$ cat src/rtl/sram_controller.sv
// sram_controller: serves 32-bit MEM-stage word loads/stores as two 16-bit
// accesses (low halfword, then high halfword) to an external single-port SRAM.
// While a transaction runs, ready is held low so the pipeline freezes.
//
// Ports:
//   clk, rst          clock, synchronous active-high reset
//   wr_en, rd_en      store / load request (store wins if both are set)
//   address           byte address (ALU result)
//   write_data        store data
//   read_data         registered load result
//   ready             1 = pipeline may advance, 0 = freeze
//   sram_addr         SRAM halfword address
//   sram_dq_out       SRAM write data
//   sram_dq_oe        drive enable for the external DQ tri-state buffer
//   sram_dq_in        SRAM read data
//   sram_we_n         SRAM write strobe, active-low
module sram_controller #(
  parameter int          SRAM_WAIT = 2,
  parameter logic [31:0] ADDR_BASE = 32'd1024
) (
  input  logic        clk,
  input  logic        rst,
  input  logic        wr_en,
  input  logic        rd_en,
  input  logic [31:0] address,
  input  logic [31:0] write_data,
  output logic [31:0] read_data,
  output logic        ready,
  output logic [17:0] sram_addr,
  output logic [15:0] sram_dq_out,
  output logic        sram_dq_oe,
  input  logic [15:0] sram_dq_in,
  output logic        sram_we_n
);

  typedef enum logic [1:0] {IDLE, LOW, HIGH, DONE} state_t;

  // Latched request, held for the whole transaction.
  typedef struct packed {
    logic        is_wr;
    logic [16:0] word;
    logic [31:0] wdata;
  } req_t;

  localparam int             CW   = (SRAM_WAIT > 1) ? $clog2(SRAM_WAIT) : 1;
  localparam logic [CW-1:0]  LAST = CW'(SRAM_WAIT - 1);

  state_t        state;
  logic [CW-1:0] cnt;
  req_t          req;

  // Only bits [18:2] of the offset are used, and the low bits of a
  // subtraction depend only on the low bits of its operands.
  logic [18:0]   off_lo;
  logic [CW-1:0] cnt_nxt;
  logic          cnt_last;
  logic          unused_bits;

  assign off_lo      = address[18:0] - ADDR_BASE[18:0];
  assign cnt_nxt     = cnt + CW'(1);
  assign cnt_last    = (cnt == LAST);
  assign unused_bits = ^{address[31:19], off_lo[1:0]};

  // Combinational in IDLE so the freeze starts in the request cycle.
  assign ready = (state == IDLE) ? ~(wr_en | rd_en) : (state == DONE);

  // Outputs are registered for the state being entered, so the SRAM sees a
  // stable address/data for every cycle of a phase.
  always_ff @(posedge clk) begin
    if (rst) begin
      state       <= IDLE;
      cnt         <= '0;
      req         <= '0;
      read_data   <= '0;
      sram_addr   <= '0;
      sram_dq_out <= '0;
      sram_dq_oe  <= 1'b0;
      sram_we_n   <= 1'b1;
    end else begin
      case (state)
        IDLE: begin
          if (wr_en | rd_en) begin
            state       <= LOW;
            cnt         <= '0;
            req.is_wr   <= wr_en;
            req.word    <= off_lo[18:2];
            req.wdata   <= write_data;
            sram_addr   <= {off_lo[18:2], 1'b0};
            sram_dq_out <= write_data[15:0];
            sram_dq_oe  <= wr_en;
            sram_we_n   <= ~wr_en;
          end
        end
        LOW, HIGH: begin
          if (!cnt_last) begin
            cnt <= cnt_nxt;
            // Release we_n one cycle before the address moves.
            if (cnt_nxt == LAST) sram_we_n <= 1'b1;
          end else begin
            cnt <= '0;
            if (!req.is_wr) begin
              if (state == LOW) read_data[15:0]  <= sram_dq_in;
              else              read_data[31:16] <= sram_dq_in;
            end
            if (state == LOW) begin
              state       <= HIGH;
              sram_addr   <= {req.word, 1'b1};
              sram_dq_out <= req.wdata[31:16];
              sram_dq_oe  <= req.is_wr;
              sram_we_n   <= ~req.is_wr;
            end else begin
              state      <= DONE;
              sram_dq_oe <= 1'b0;
              sram_we_n  <= 1'b1;
            end
          end
        end
        default: state <= IDLE;  // DONE: one cycle with ready high
      endcase
    end
  end

endmodule
$ cat config.mk
export PLATFORM = sky130hd
export DESIGN_NAME = sram_controller
export DESIGN_NICKNAME = d
export VERILOG_FILES = /design/src/rtl/sram_controller.sv
export SDC_FILE = /design/constraint.sdc
export NUM_CORES = 1
export LEC_CHECK = 0
export BUFFER_PORTS_ARGS = -buffer_cell sky130_fd_sc_hd__buf_2
export CORE_UTILIZATION = 45
export DETAILED_ROUTE_END_ITERATION = 10
export PLACE_DENSITY_LB_ADDON = 0.08
export SETUP_SLACK_MARGIN = 0.4
export SLEW_MARGIN = 20
export SYNTH_ARGS = -nofsm -noshare
export SYNTH_HDL_FRONTEND = slang
export SYNTH_SLANG_ARGS = --single-unit
$ cat constraint.sdc
create_clock -name clk -period 4.5 [get_ports clk]
set_clock_uncertainty 0.15 [all_clocks]
set_input_delay 0.675 -clock clk [delete_from_list [all_inputs] [get_ports clk]]
set_output_delay 0.675 -clock clk [all_outputs]
set_load 0.05 [all_outputs]
## Word-level counts from Yosys, hierarchy flattened

Cells that the tools add are included.

- Register bits after elaboration: 121
- Input bits: 84
- Output and inout bits: 69
- Word-level logic and storage cells: 61

- Add/sub/neg operators: 2
- Equal/unequal tests: 7
- Mux-type cells: 25
- Bitwise logic cells: 5
- Reductions and logical operators: 11

Operators with widths:

| kind | number |
|---|---|
| 2-to-1 mux 18 bit | 3 |
| 2-to-1 mux 16 bit | 3 |
| one-hot mux 18 bit (2 select lines) | 1 |
| one-hot mux 16 bit (2 select lines) | 1 |
| subtractor 19 x 11 -> 19 bit, second input constant | 1 |
| AND reduction 4 bit | 3 |
| 2-to-1 mux 1 bit | 11 |
| one-hot mux 1 bit (2 select lines) | 3 |
| AND reduction 2 bit | 3 |
| AND reduction 3 bit | 2 |
| equality test 2 bit, second input constant | 2 |
| 2-to-1 mux 2 bit | 2 |
| inequality test 2 bit, second input constant | 2 |
| NOT 1 bit | 4 |
| one-hot mux 2 bit (2 select lines) | 1 |
| inequality test 3 bit, second input constant | 1 |
| equality test 2 x 1 -> 1 bit, second input constant | 1 |
| zero test 2 bit | 1 |
| inequality test 2 x 1 -> 1 bit, second input constant | 1 |
| nonzero test 2 bit | 1 |
| OR reduction 2 bit | 1 |
| adder 1 bit, second input constant | 1 |
| OR 1 bit | 1 |

## Depth between registers and ports, before layout

- Word-level depth: 4
- Gate-level depth with buffers: 9
- Gate-level depth less buffers: 6

## Worst setup path after synthesis

Ideal clock, no wire load.

- Kind: input to output
- Start point: in wr_en
- End point: out ready
- Data arrival time: 1.710 ns
- Required time: 3.675 ns
- Path slack: 1.965 ns
- Cell stages on the path: 3
- Path buffers: 1
- Path through: nor3b_2 -> or2_1 -> clkbuf_1

- Cells in the longest elaborated chain, start to end: 3

Ends and longest elaborated chain:

| element | line | source |
|---|---|---|
| start, declared | 23 | `input logic wr_en,` |
| OR 1 bit | 65 | `assign ready = (state == IDLE) ? ~(wr_en \| rd_en) : (state == DONE);` |
| NOT 1 bit | 65 |  |
| 2-to-1 mux 1 bit | 65 |  |
| end, declared | 28 | `output logic ready,` |

Every way passes these cells.

## Worst setup path after layout

- Start point: reg state[0]
- End point: out ready

- Cells in the longest elaborated chain, start to end: 2
- Elaborated cells between the ends (all ways): 3
- Classes of those cells: eq/ne: 1; mux: 1; reduce/logical: 1

Ends and longest elaborated chain:

| element | line | source |
|---|---|---|
| start, declared | 48 | `state_t state;` |
| start signal, assigned | 71 | `state <= IDLE;` |
| start signal, assigned | 83 | `state <= LOW;` |
| start signal, assigned | 106 | `state <= HIGH;` |
| equality test 2 bit or zero test 2 bit (tied branches) | 65 |  |
| 2-to-1 mux 1 bit * | 65 |  |

Every way passes the cells marked *; elsewhere a longest branch is shown, timed or not.

==> metrics.md <==
| Metric | Value |
|---|---|
| Fillcell total | 848 |
| Worst min-delay path class | reg -> reg |
| Pre-CTS worst setup slack | 1.698 ns |
| Synthesized-area fraction occupied by xor and xnor cells | 1.244% |
| Largest family of logic cells by synthesized area | simple AND/OR/NAND/NOR gates |
| Vias per cell | 5.135 |
| Fmax | 336.9 MHz |
| Final core occ | 57.64% |
| Number of enable-type register cells in the synthesized netlist | 0 |
| Final period demand of the worst path | 2.968 ns |
| Crit. End Element | primary output |
| Overall via count from detail_route | 3774 |
| Clock latency on the worst-skew pair | 0.36 ns |
| Clock Root Buffer | sky130_fd_sc_hd__clkbuf_8 |
| Resized cells post-CTS | 0 |
| Status | complete, no violations |
| CTS buffer count | 9 |
| Total inserted antenna cells | 0 |
| Placeable core region | 0.008891 sq mm |
| Mapped Area | 0.004223 sq mm |
| Synthesized area per cell | 8.296 sq um |
| Worst path setup slack after routing | 1.532 ns |
| Synthesis-to-layout area growth | 21.36% |
| Detailed-route wire length per cell | 13.36 microns |
| Multiplexer share of the synthesized area | 6.400% |
| Wire length of the first global-routing pass | 16100 microns |
| Gr ovfl total | 0 |
| Worst hold margin | 0.3068 ns |
| Boundary Pins | 153 |
| First-iteration detailed-routing DRC count | 146 |
| CTS Hold Buffers Added | 0 |
| Antenna violations before repair | 1 |
| Std-Cell Rows | 34 |
| Post-Synth Adder-Cell Area | 1.481% |
| Endpoint required time on the critical path | 3.67 ns |
| Starting density of the core | 47.50% |
| Fin. max-slew vios | 0 |
| Die Wd | 98.87 microns |
| Number of remaining DRC errors | 0 |
| Maximum root-to-sink buffer count | 2 |
| Synth Flop Type | sky130_fd_sc_hd__dfxtp_1 |
| Static Leak | 2.203 nW |
| Worst vdd rail ir drop | 0.3291 mV |
| Area occupied by multi-input gates | 0.001961 sq mm |
| Async set-or-reset flop fraction in the synthesized netlist | 0% |
| Unrepaired setup endpoints after global routing | no |
| Post-CTS repair timing setup buffer count | 0 |
| Remaining max-slew budget at the tightest pin | 50.26% |
| Instance count of the mapped netlist | 509 |
| CTS tree | built |
| Routability Congestion | 0.8621 |
| Cell variety after synth | 40 |
| CTS clk-pin slew, worst paths | 0.10 ns |
| Most common library cell in the layout ignoring fill and taps | sky130_fd_sc_hd__buf_2 |
| Commonest cells after routing, fill and taps aside | sky130_fd_sc_hd__buf_2 (137), sky130_fd_sc_hd__nand2_1 (132), sky130_fd_sc_hd__dfxtp_1 (105) |
| Data arrival time of the critical path | 2.14 ns |
| FF+latch area | 0.002102 sq mm |
| Aggregate global-route resource usage | 20.43% |
| # clock sinks | 105 |
| Final setup viols | 0 |
| Net Count, Synth | 598 |
| Kind of start point of the critical path | flop |
| Pin count of the biggest net entering global routing | 60 |
| Area enclosed by the die boundary | 0.009775 sq mm |
| First drt pass iteration count | 6 |
| Number of synthesis warnings | 0 |
| Number of levels the H-tree was split into | 3 |
| Count of nets after finishing | 711 |
| Flip-flop and latch count after synthesis | 105 |
| Wire length reported by the detailed router | 9823 microns |
| Number of global-route vias before repair | 3483 |
| Count of input and output buffers | 137 |
| Final cycle utilization of the critical path | 65.96% |
| Power density over the cells | 671.6 mW/mm^2 |
| Setup CP Type | reg -> out |
| Antenna-violating nets left | 0 |
| Height of the die | 98.87 microns |
| Portion of the post-synthesis area used by sequential elements | 49.78% |
| Number of max-cap violations | 0 |
| Total half-perimeter wirelength after legalization and detailed placement | 6746 microns |
| Post-synthesis simple-gate area fraction | 19.32% |
| Number of hold violations in the final report | 0 |
| Sum of negative setup slack | 0 ns |
| Layout cells sized above 1 | 26.16% |
| Worst slew pin tran | 0.7433 ns |
| Compound-gate portion of the synthesized area | 17.48% |
| Crit Path Max Fanout | 9 |
==> stage by stage <==
step | cells | area, sq um | power [W]
after floorplan | 509 | 4223 | 0.002563
after global placement | 719 | 4931 | 0.002898
after detailed placement | 719 | 4931 | 0.002930
after CTS | 735 | 5116 | 0.003483
after global routing | 735 | 5125 | 0.003671
final | 735 | 5125 | 0.003442
==> sequential cells by signal, summed over array words and instances, names as in the netlist <==
signal       cells
state            2
sram_dq_oe       1
sram_we_n        1
read_data       32
req             34
sram_dq_out     16
sram_addr       18
cnt              1
==> area by class of cell <==
cell class,count,share of cell area [%]
clock buffer,9,2.417
clock inverter,7,1.196
inverter,7,0.5127
multi-input combinational,358,38.26
sequential,105,41.02
tap,108,2.637
timing repair buffer,141,13.96
==> kinds of logic after synthesis <==
kind of cell             count (synthesis)
XOR/XNOR                                 6
buffers and inverters                   46
flip-flops                             105
AO/OA/AOI/OAI                          124
multiplexers                            27
AND/OR/NAND/NOR                        196
adder cells (fa/ha/maj)                  5
==> metal layers <==
| metal | GRT usage, % | share of wire (%) | vias up |
|---|---|---|---|
| met1 | 23.90 | 44 | 1712 |
| met3 | 6.312 | 6.0 | 10 |
| met4 | 5.052 | 0.91 | 2 |
| met5 | 0 | 0.10 | - |
| li1 | - | - | 1954 |
| met2 | 36.31 | 48 | 96 |
==> critical path: stages, from the launching register on <==
cell and delay, ns:
sky130_fd_sc_hd__dfxtp_1 0.36, sky130_fd_sc_hd__inv_1 0.10, sky130_fd_sc_hd__ha_2 0.27, sky130_fd_sc_hd__nor3b_2 0.50
sky130_fd_sc_hd__or2_1 0.27, sky130_fd_sc_hd__buf_2 0.29
==> where the power goes <==
group	total [W]	switching, W	leakage (nW)	internal, W
Sequential	0.00125	0.000109	0.862	0.00114
Combinational	0.00164	0.00116	1.24	0.000478
Clock	0.000550	0.000336	0.0989	0.000213
==> cell usage after synthesis, types with 3 or more instances <==
master,count,area (sq um)
sky130_fd_sc_hd__a211oi_1,28,210.2
sky130_fd_sc_hd__clkbuf_1,30,112.6
sky130_fd_sc_hd__xnor2_1,4,35.03
sky130_fd_sc_hd__nor2_1,39,146.4
sky130_fd_sc_hd__nand3_1,4,20.02
sky130_fd_sc_hd__nor3_1,3,15.01
sky130_fd_sc_hd__nand2_1,132,495.5
sky130_fd_sc_hd__ha_1,5,62.56
sky130_fd_sc_hd__inv_1,7,26.28
sky130_fd_sc_hd__mux2i_1,27,270.3
sky130_fd_sc_hd__a21oi_1,70,350.3
sky130_fd_sc_hd__nand4_1,3,18.77
sky130_fd_sc_hd__o21ai_0,11,55.05
sky130_fd_sc_hd__buf_2,7,35.03
sky130_fd_sc_hd__dfxtp_1,105,2102
sky130_fd_sc_hd__o221ai_1,3,26.28
==> path summary, 6_finish.rpt <==
path	startpoint	end	slack [ns]	cells after the start
setup reg to reg	state[0]	sram_addr[17]	1.73	7
hold / removal	sram_addr[10]	sram_addr[10]	0.31	2
setup / recovery	state[0]	ready	1.53	5
hold reg to reg	sram_addr[10]	sram_addr[10]	0.31	2
Power figures use the tool's default switching activity.
